===== config.mk =====
export PLATFORM = sky130hd
export DESIGN_NAME = mux_nto1_reg_hs
export DESIGN_NICKNAME = d
export VERILOG_FILES = /design/src/rtl/mux_nto1_reg_hs.sv
export SDC_FILE = /design/constraint.sdc
export NUM_CORES = 1
export LEC_CHECK = 0
export CAP_MARGIN = 20
export CORE_ASPECT_RATIO = 1.1
export CORE_MARGIN = 2
export CORE_UTILIZATION = 42
export DETAILED_ROUTE_END_ITERATION = 10
export HOLD_SLACK_MARGIN = 0.06
export PLACE_DENSITY_LB_ADDON = 0.12
export SYNTH_ARGS = -nofsm -noshare
export SYNTH_HDL_FRONTEND = slang
export SYNTH_SLANG_ARGS = --single-unit
export TNS_END_PERCENT = 1

===== constraint.sdc =====
create_clock -name clk -period 4.3 [get_ports clk]
set_input_delay 0.86 -clock clk [delete_from_list [all_inputs] [get_ports clk]]
set_output_delay 0.86 -clock clk [all_outputs]
set_load 0.05 [all_outputs]

===== src/rtl/mux_nto1_reg_hs.sv =====
// NUM_IN:1 valid/ready mux into a single registered output stage, fixed-select or round-robin.
// Optional OUT_PAR parity output is enabled by defining MUX_NTO1_PARITY_EN.
module mux_nto1_reg_hs #(
    parameter int WIDTH  = 8,
    parameter int NUM_IN = 4,
    parameter int SEL_W  = 2
) (
    input  logic                    clk,
    input  logic                    rst_n,
    input  logic [NUM_IN*WIDTH-1:0] in_bus,
    input  logic [NUM_IN-1:0]       in_valid,
    output logic [NUM_IN-1:0]       in_ready,
    input  logic [SEL_W-1:0]        sel,
    input  logic                    mode,
    output logic [WIDTH-1:0]        out,
    output logic                    out_valid,
    input  logic                    out_ready,
    output logic [SEL_W-1:0]        out_ch
`ifdef MUX_NTO1_PARITY_EN
    ,
    output logic                    out_par
`endif
);

    generate
        if (WIDTH < 1 || NUM_IN < 2 || NUM_IN > 16 || (2 ** SEL_W) < NUM_IN) begin : g_param_check
            $error("mux_nto1_reg_hs: invalid WIDTH/NUM_IN/SEL_W combination");
        end
    endgenerate

    localparam logic [SEL_W-1:0] LAST_CH  = SEL_W'(NUM_IN - 1);
    localparam logic [SEL_W:0]   NUM_IN_W = (SEL_W + 1)'(NUM_IN);

    logic [SEL_W-1:0]    ptr;
    logic [SEL_W-1:0]    gnt;
    logic                gnt_ok;
    logic [WIDTH-1:0]    gnt_data;
    logic                load_en;
    logic [2*NUM_IN-1:0] rot_valid;
    logic [SEL_W:0]      rr_idx;

    assign load_en   = !out_valid || out_ready;
    // Bit k of the rotated vector is the valid of channel (ptr+k) mod NUM_IN.
    assign rot_valid = {in_valid, in_valid} >> ptr;

    // NOTE: every combinational output gets a default before the branches, so no latch is inferred.
    always_comb begin
        gnt    = '0;
        gnt_ok = 1'b0;
        rr_idx = '0;
        if (!mode) begin
            gnt = sel;
            for (int i = 0; i < NUM_IN; i++) begin
                if (sel == SEL_W'(i) && in_valid[i]) gnt_ok = 1'b1;
            end
        end else begin
            // Walk from farthest to nearest so the channel closest to ptr wins.
            for (int k = NUM_IN - 1; k >= 0; k--) begin
                if (rot_valid[k]) begin
                    rr_idx = {1'b0, ptr} + (SEL_W + 1)'(k);
                    if (rr_idx >= NUM_IN_W) rr_idx = rr_idx - NUM_IN_W;
                    gnt    = rr_idx[SEL_W-1:0];
                    gnt_ok = 1'b1;
                end
            end
        end
    end

    always_comb begin
        gnt_data = '0;
        for (int j = 0; j < NUM_IN; j++) begin
            if (gnt == SEL_W'(j)) gnt_data = in_bus[j*WIDTH +: WIDTH];
        end
    end

    // Ready is held low while in reset so no producer sees a handshake that cannot complete.
    always_comb begin
        in_ready = '0;
        for (int j = 0; j < NUM_IN; j++) begin
            in_ready[j] = rst_n && load_en && gnt_ok && (gnt == SEL_W'(j));
        end
    end

    // NOTE: sequential state uses non-blocking assignments so all registers update from pre-edge values.
    always_ff @(posedge clk or negedge rst_n) begin
        if (!rst_n) begin
            out       <= '0;
            out_valid <= 1'b0;
            out_ch    <= '0;
            ptr       <= '0;
`ifdef MUX_NTO1_PARITY_EN
            out_par   <= 1'b0;
`endif
        end else if (load_en && gnt_ok) begin
            out       <= gnt_data;
            out_ch    <= gnt;
            out_valid <= 1'b1;
`ifdef MUX_NTO1_PARITY_EN
            out_par   <= ^gnt_data;
`endif
            if (mode) ptr <= (gnt == LAST_CH) ? '0 : gnt + 1'b1;
        end else if (out_ready) begin
            out_valid <= 1'b0;
        end
    end

endmodule


Word level (Yosys, flattened, before mapping)
Index checks and enable logic that the tools add are counted.

storage, ports and cells
  register bits after elaboration = 13
  output and inout port bits = 15
  logic and storage cells = 65

cells by class
  $add $sub $neg = 8
  order comparisons = 4
  eq/ne operators = 6
  shifts and indexed selects = 1
  muxes and demuxes = 25
  reduce and logical (&&, ||, !) cells = 17

operators with widths
  kind                                                                   number
  8-bit 2-to-1 mux                                                       4
  2-bit 2-to-1 mux                                                       10
  1-bit logical AND                                                      11
  1-bit 2-to-1 mux                                                       11
  3-bit >= comparator, second input constant                             3
  2-bit equality test, second input constant                             4
  8-bit by 2-bit >> shifter with 4-bit output                            1
  2-bit by 1-bit subtractor with 2-bit output, second input constant     4
  2-bit by 2-bit adder with 3-bit output, second input constant          2
  2-bit by 1-bit equality test with 1-bit output, second input constant  2
  2-bit zero test                                                        2
  2-bit by 1-bit adder with 3-bit output, second input constant          1
  2-bit by 3-bit >= comparator with 1-bit output, second input constant  1
  2-bit by 1-bit adder with 2-bit output, second input constant          1
  2-bit AND reduction                                                    1
  2-bit nonzero test                                                     1
  1-bit zero test                                                        1
  1-bit logical OR                                                       1

Logic depth before layout (Yosys ltp)
  word-level depth = 13
  depth in mapped cells = 10
  depth with buffers taken out = 9

Worst setup path after synthesis
No wires, ideal clock.

  path type = input-to-output
  start = input mode
  end = output in_ready[3]
  arrival = 2.534 ns
  path slack = 0.906 ns
  cell stages on the path = 7
  path buffers = 3
  cells stage by stage = buf_2 and2b_2 a211oi_1 ha_1 buf_1 buf_2 and3_2

between the ends
  longest elaborated chain between the ends = 3

ends and longest elaborated chain
  element              RTL line  text
  start: declaration   14        input logic mode,
  2-bit 2-to-1 mux     51        if (!mode) begin
  via gnt[1]           35        logic [SEL_W-1:0] gnt;
  2-bit equality test  80        in_ready[j] = rst_n && load_en && gnt_ok && (gnt == SEL_W'(j));
  1-bit logical AND    80
  end: declaration     12        output logic [NUM_IN-1:0] in_ready,

The timed path passes the listed nets, and every way through them passes these cells.

Final worst setup path
  start = input in_valid[1]
  end = output in_ready[0]

between the ends
  longest elaborated chain between the ends = 8

ends and longest elaborated chain
  element                                        RTL line  text
  start: declaration                             11        input logic [NUM_IN-1:0] in_valid,
  8-bit by 2-bit >> shifter with 4-bit output *  44        assign rot_valid = {in_valid, in_valid} >> ptr;
  2-bit 2-to-1 mux (3 in a row)                  59        if (rot_valid[k]) begin
  2-bit 2-to-1 mux *                             59
  2-bit 2-to-1 mux *                             51
  via gnt[0]                                     35
  2-bit zero test *                              80
  1-bit logical AND *                            80

The timed path passes the listed nets; every way through them passes the cells marked *.

==> summary.md <==
| Metric | Value |
|---|---|
| RSZ-0062 raised after global routing | `no` |
| Yosys warns | `0` |
| Final Non-Filler Cells | `about 200` |
| DR pass1 iterations | `4` |
| Number of diodes | `0` |
| H-tree Lvls | `1` |
| Initial antenna violation count | `0` |
| Final setup viols | `0` |
| Crit-path cells | `clkdlybuf4s50_1 > a21boi_0 > o221ai_1 > a41oi_1 > inv_1 > ha_1 > and3_2 > buf_12` |
| Max Fclk | `between 200 and 300 MHz` |
| Post-synth net total | `between 150 and 200` |
| Clock transition at path regs | `~0.080 ns` |
| Leakage power | `0.724 nW` |
| Final #Nets | `around 220` |
| Largest net degree at the start of global routing | `18` |
| TritonCTS Buffers | `3` |
| Post-CTS Resized | `0` |
| Clock skew | `0.00138 ns` |
| Clk root buf | `clkbuf_4` |
| CTS Buffer Depth | `2` |
| Fin. Hold Viols | `0` |
| Post-synthesis register bit count | `13` |
| CP top delay family | `buffers and inverters` |
| Tmin final | `3.80 ns` |
| PD cells | `between 400 and 500 mW/mm²` |
| Cells after synthesis | `110` |
| Most common cell after layout, fill and taps aside | `clkdlybuf4s50_1` |
| Post-CTS Setup Inserts | `0` |
| Total track usage | `0.216` |
| Setup crit end kind | `primary output` |
| Drt wl/cell | `roughly 15 µm` |
| Core Region | `between 0.002 and 0.0025 mm²` |
| TritonCTS clock tree | `yes` |
| I/O Pins | `57` |
| Hold Path Class | `register to register` |
| Netlist cell types | `34` |
| Area delta synth->final | `62.1%` |
| DP Cell Count | `194` |
| Register area share after synthesis | `0.311` |
| Worst EP required | `3.44 ns` |
| Max Slew Vio Count | `0` |
| DIE AREA | `approximately 0.0029 mm²` |
| # clock sinks | `13` |
| Setup_tns | `0 ns` |
| Layout cell share with drive strength beyond 1 | `0.173` |
| Multi-input logic area | `approximately 650 µm²` |
| Floorplan row count | `18` |
| Critical Path AT | `between 2 and 3 ns` |
| Final core occ | `0.738` |
| DRT iter0 DRCs | `9` |
| Initial Util | `0.455` |
| Post-Syn Area per Cell | `approximately 9.5 µm²` |
| Die width | `a little over 50 µm` |
| HPWL after detailed placement | `2.26 mm` |
| DR DRC count | `0` |
| Max Cap Viol | `0` |
| Outcome | `completed` |
| ANT nets after route | `0` |
| Global-route wire length before repair | `4.73 mm` |
| Skew-Pair Late Insertion Delay | `0.28 ns` |
| Die Y | `56.3 µm` |
| CP bufs+invs | `3` |
| CP Max Fanout | `7` |
| Final Wtd Congestion | `0.803` |
| Hold_buf cts | `0` |
| Syn Std Cell Area | `around 0.0010 mm²` |
| Vias in the first global route | `around 1100` |
| Crit-path slowest cell | `clkdlybuf4s50_1` |
| Total gr overflow | `0` |
| Fillers | `~190` |
| FF+latch area | `between 300 and 400 µm²` |
| Worst rel slew slack | `0.526` |
| Tightest Pin Transition | `around 0.71 ns` |
| CP Class | `input pin to primary output` |
| Peak supply drop | `351 µV` |
| Final Cycle Share | `0.884` |
| DR vias | `between 1000 and 1500` |
| WL final | `2.88 mm` |
| CP Launch Type | `input pin` |
| CP max stage delay | `a little under 0.6 ns` |
| I/O Buffers | `between 50 and 60` |
| Routed via count divided by cell count | `between 5 and 6` |
| Leading cell types in the layout, fill and taps excluded | `clkdlybuf4s50_1, dfrtp_1, nand2_1, nor2b_1` |
worst reg2reg max path: stages (launching register included):
cell and delay [ns]:
dfrtp_1 0.46, a21boi_0 0.20, o221ai_1 0.17, a41oi_1 0.40, inv_1 0.13, ha_1 0.24, nor2b_1 0.13, buf_4 0.16
a221oi_1 0.28, o31ai_1 0.11, mux2_2 0.26
synth_stat cells (all sizes together):
master  instances  share of area
inv             5          0.018
nor2b          11          0.066
nand3b          1         0.0072
nand3           1         0.0048
ha              4          0.048
a221oi          7          0.059
nand4           1         0.0060
nor4            1          0.012
a21boi          1         0.0072
or2b            1         0.0072
a21oi           3          0.014
o21ai           4          0.019
nand2b          2          0.012
mux2           11           0.14
nor2            4          0.014
a22oi           1         0.0072
clkbuf          2         0.0072
o31ai           7          0.050
and2b           1         0.0084
a22o            1         0.0084
o211a           1         0.0096
o221ai          1         0.0084
and3            5          0.035
a41oi           1         0.0084
buf             5          0.043
a211oi          1         0.0072
mux2i           2          0.019
dfrtp          13           0.31
nand2          12          0.043
registers in the layout (all words and copies together), names as in the netlist:
name and cells:
out_valid 1, ptr 2, out_ch 2, out 8
report_power, final:
group          switching [W]   total, W  internal [W]
combinational       0.000273   0.000490      0.000217
clock              0.0000416  0.0000776     0.0000360
sequential         0.0000331   0.000202      0.000169
total               0.000347   0.000770      0.000422
metal layers:
metal / part of all wire / vias to the layer above / GRT usage
li1: - / 522 / -
met1: 0.40 / 499 / 0.220
met2: 0.50 / 38 / 0.375
met3: 0.070 / 6 / 0.0479
met4: 0.029 / 0 / 0.158
met5: 0 / - / 0
kinds of logic (layout without fill, tap and decap cells):
family / Yosys count / after routing / share of synthesized area
buffers and inverters: 12 / 70 / 0.0682
AOI/OAI and AO/OA: 28 / 28 / 0.199
DFF: 13 / 13 / 0.311
and+or+nand+nor: 40 / 40 / 0.215
muxes: 13 / 13 / 0.159
adders and majority gates: 4 / 4 / 0.0478
layout make-up:
| cell class | instances | share of cell area |
|---|---|---|
| clock buffer | 4 | 0.0155 |
| sequential | 13 | 0.192 |
| multi-input combinational | 85 | 0.383 |
| tap | 30 | 0.0221 |
| inverter | 5 | 0.0111 |
| timing repair buffer | 61 | 0.376 |
worst paths after layout:
path                             start          end  slack [ns]  cells past startpoint
hold / removal                  out[7]       out[7]        0.51                      1
setup / recovery           in_valid[1]  in_ready[0]        0.50                      8
hold reg to reg                 out[7]       out[7]        0.51                      1
min in group asynchronous        rst_n       out[2]        1.00                      1
setup reg to reg                ptr[1]       out[0]        1.66                     10
max in group asynchronous        rst_n    out_valid        2.85                      1
stage by stage:
| step | hold WS (ns) | setup slack, ns | power, W | area [µm²] |
|---|---|---|---|---|
| floorplan | 0.527 | 0.906 | 0.000520 | 1050 |
| global placement | 0.490 | 0.555 | 0.000687 | 1670 |
| detailed placement | 0.492 | 0.493 | 0.000696 | 1670 |
| CTS | 0.516 | 0.493 | 0.000778 | 1700 |
| global route | 0.536 | 0.260 | 0.000819 | 1700 |
| finish | 0.513 | 0.501 | 0.000770 | 1700 |
Power figures use the tool's default switching activity.
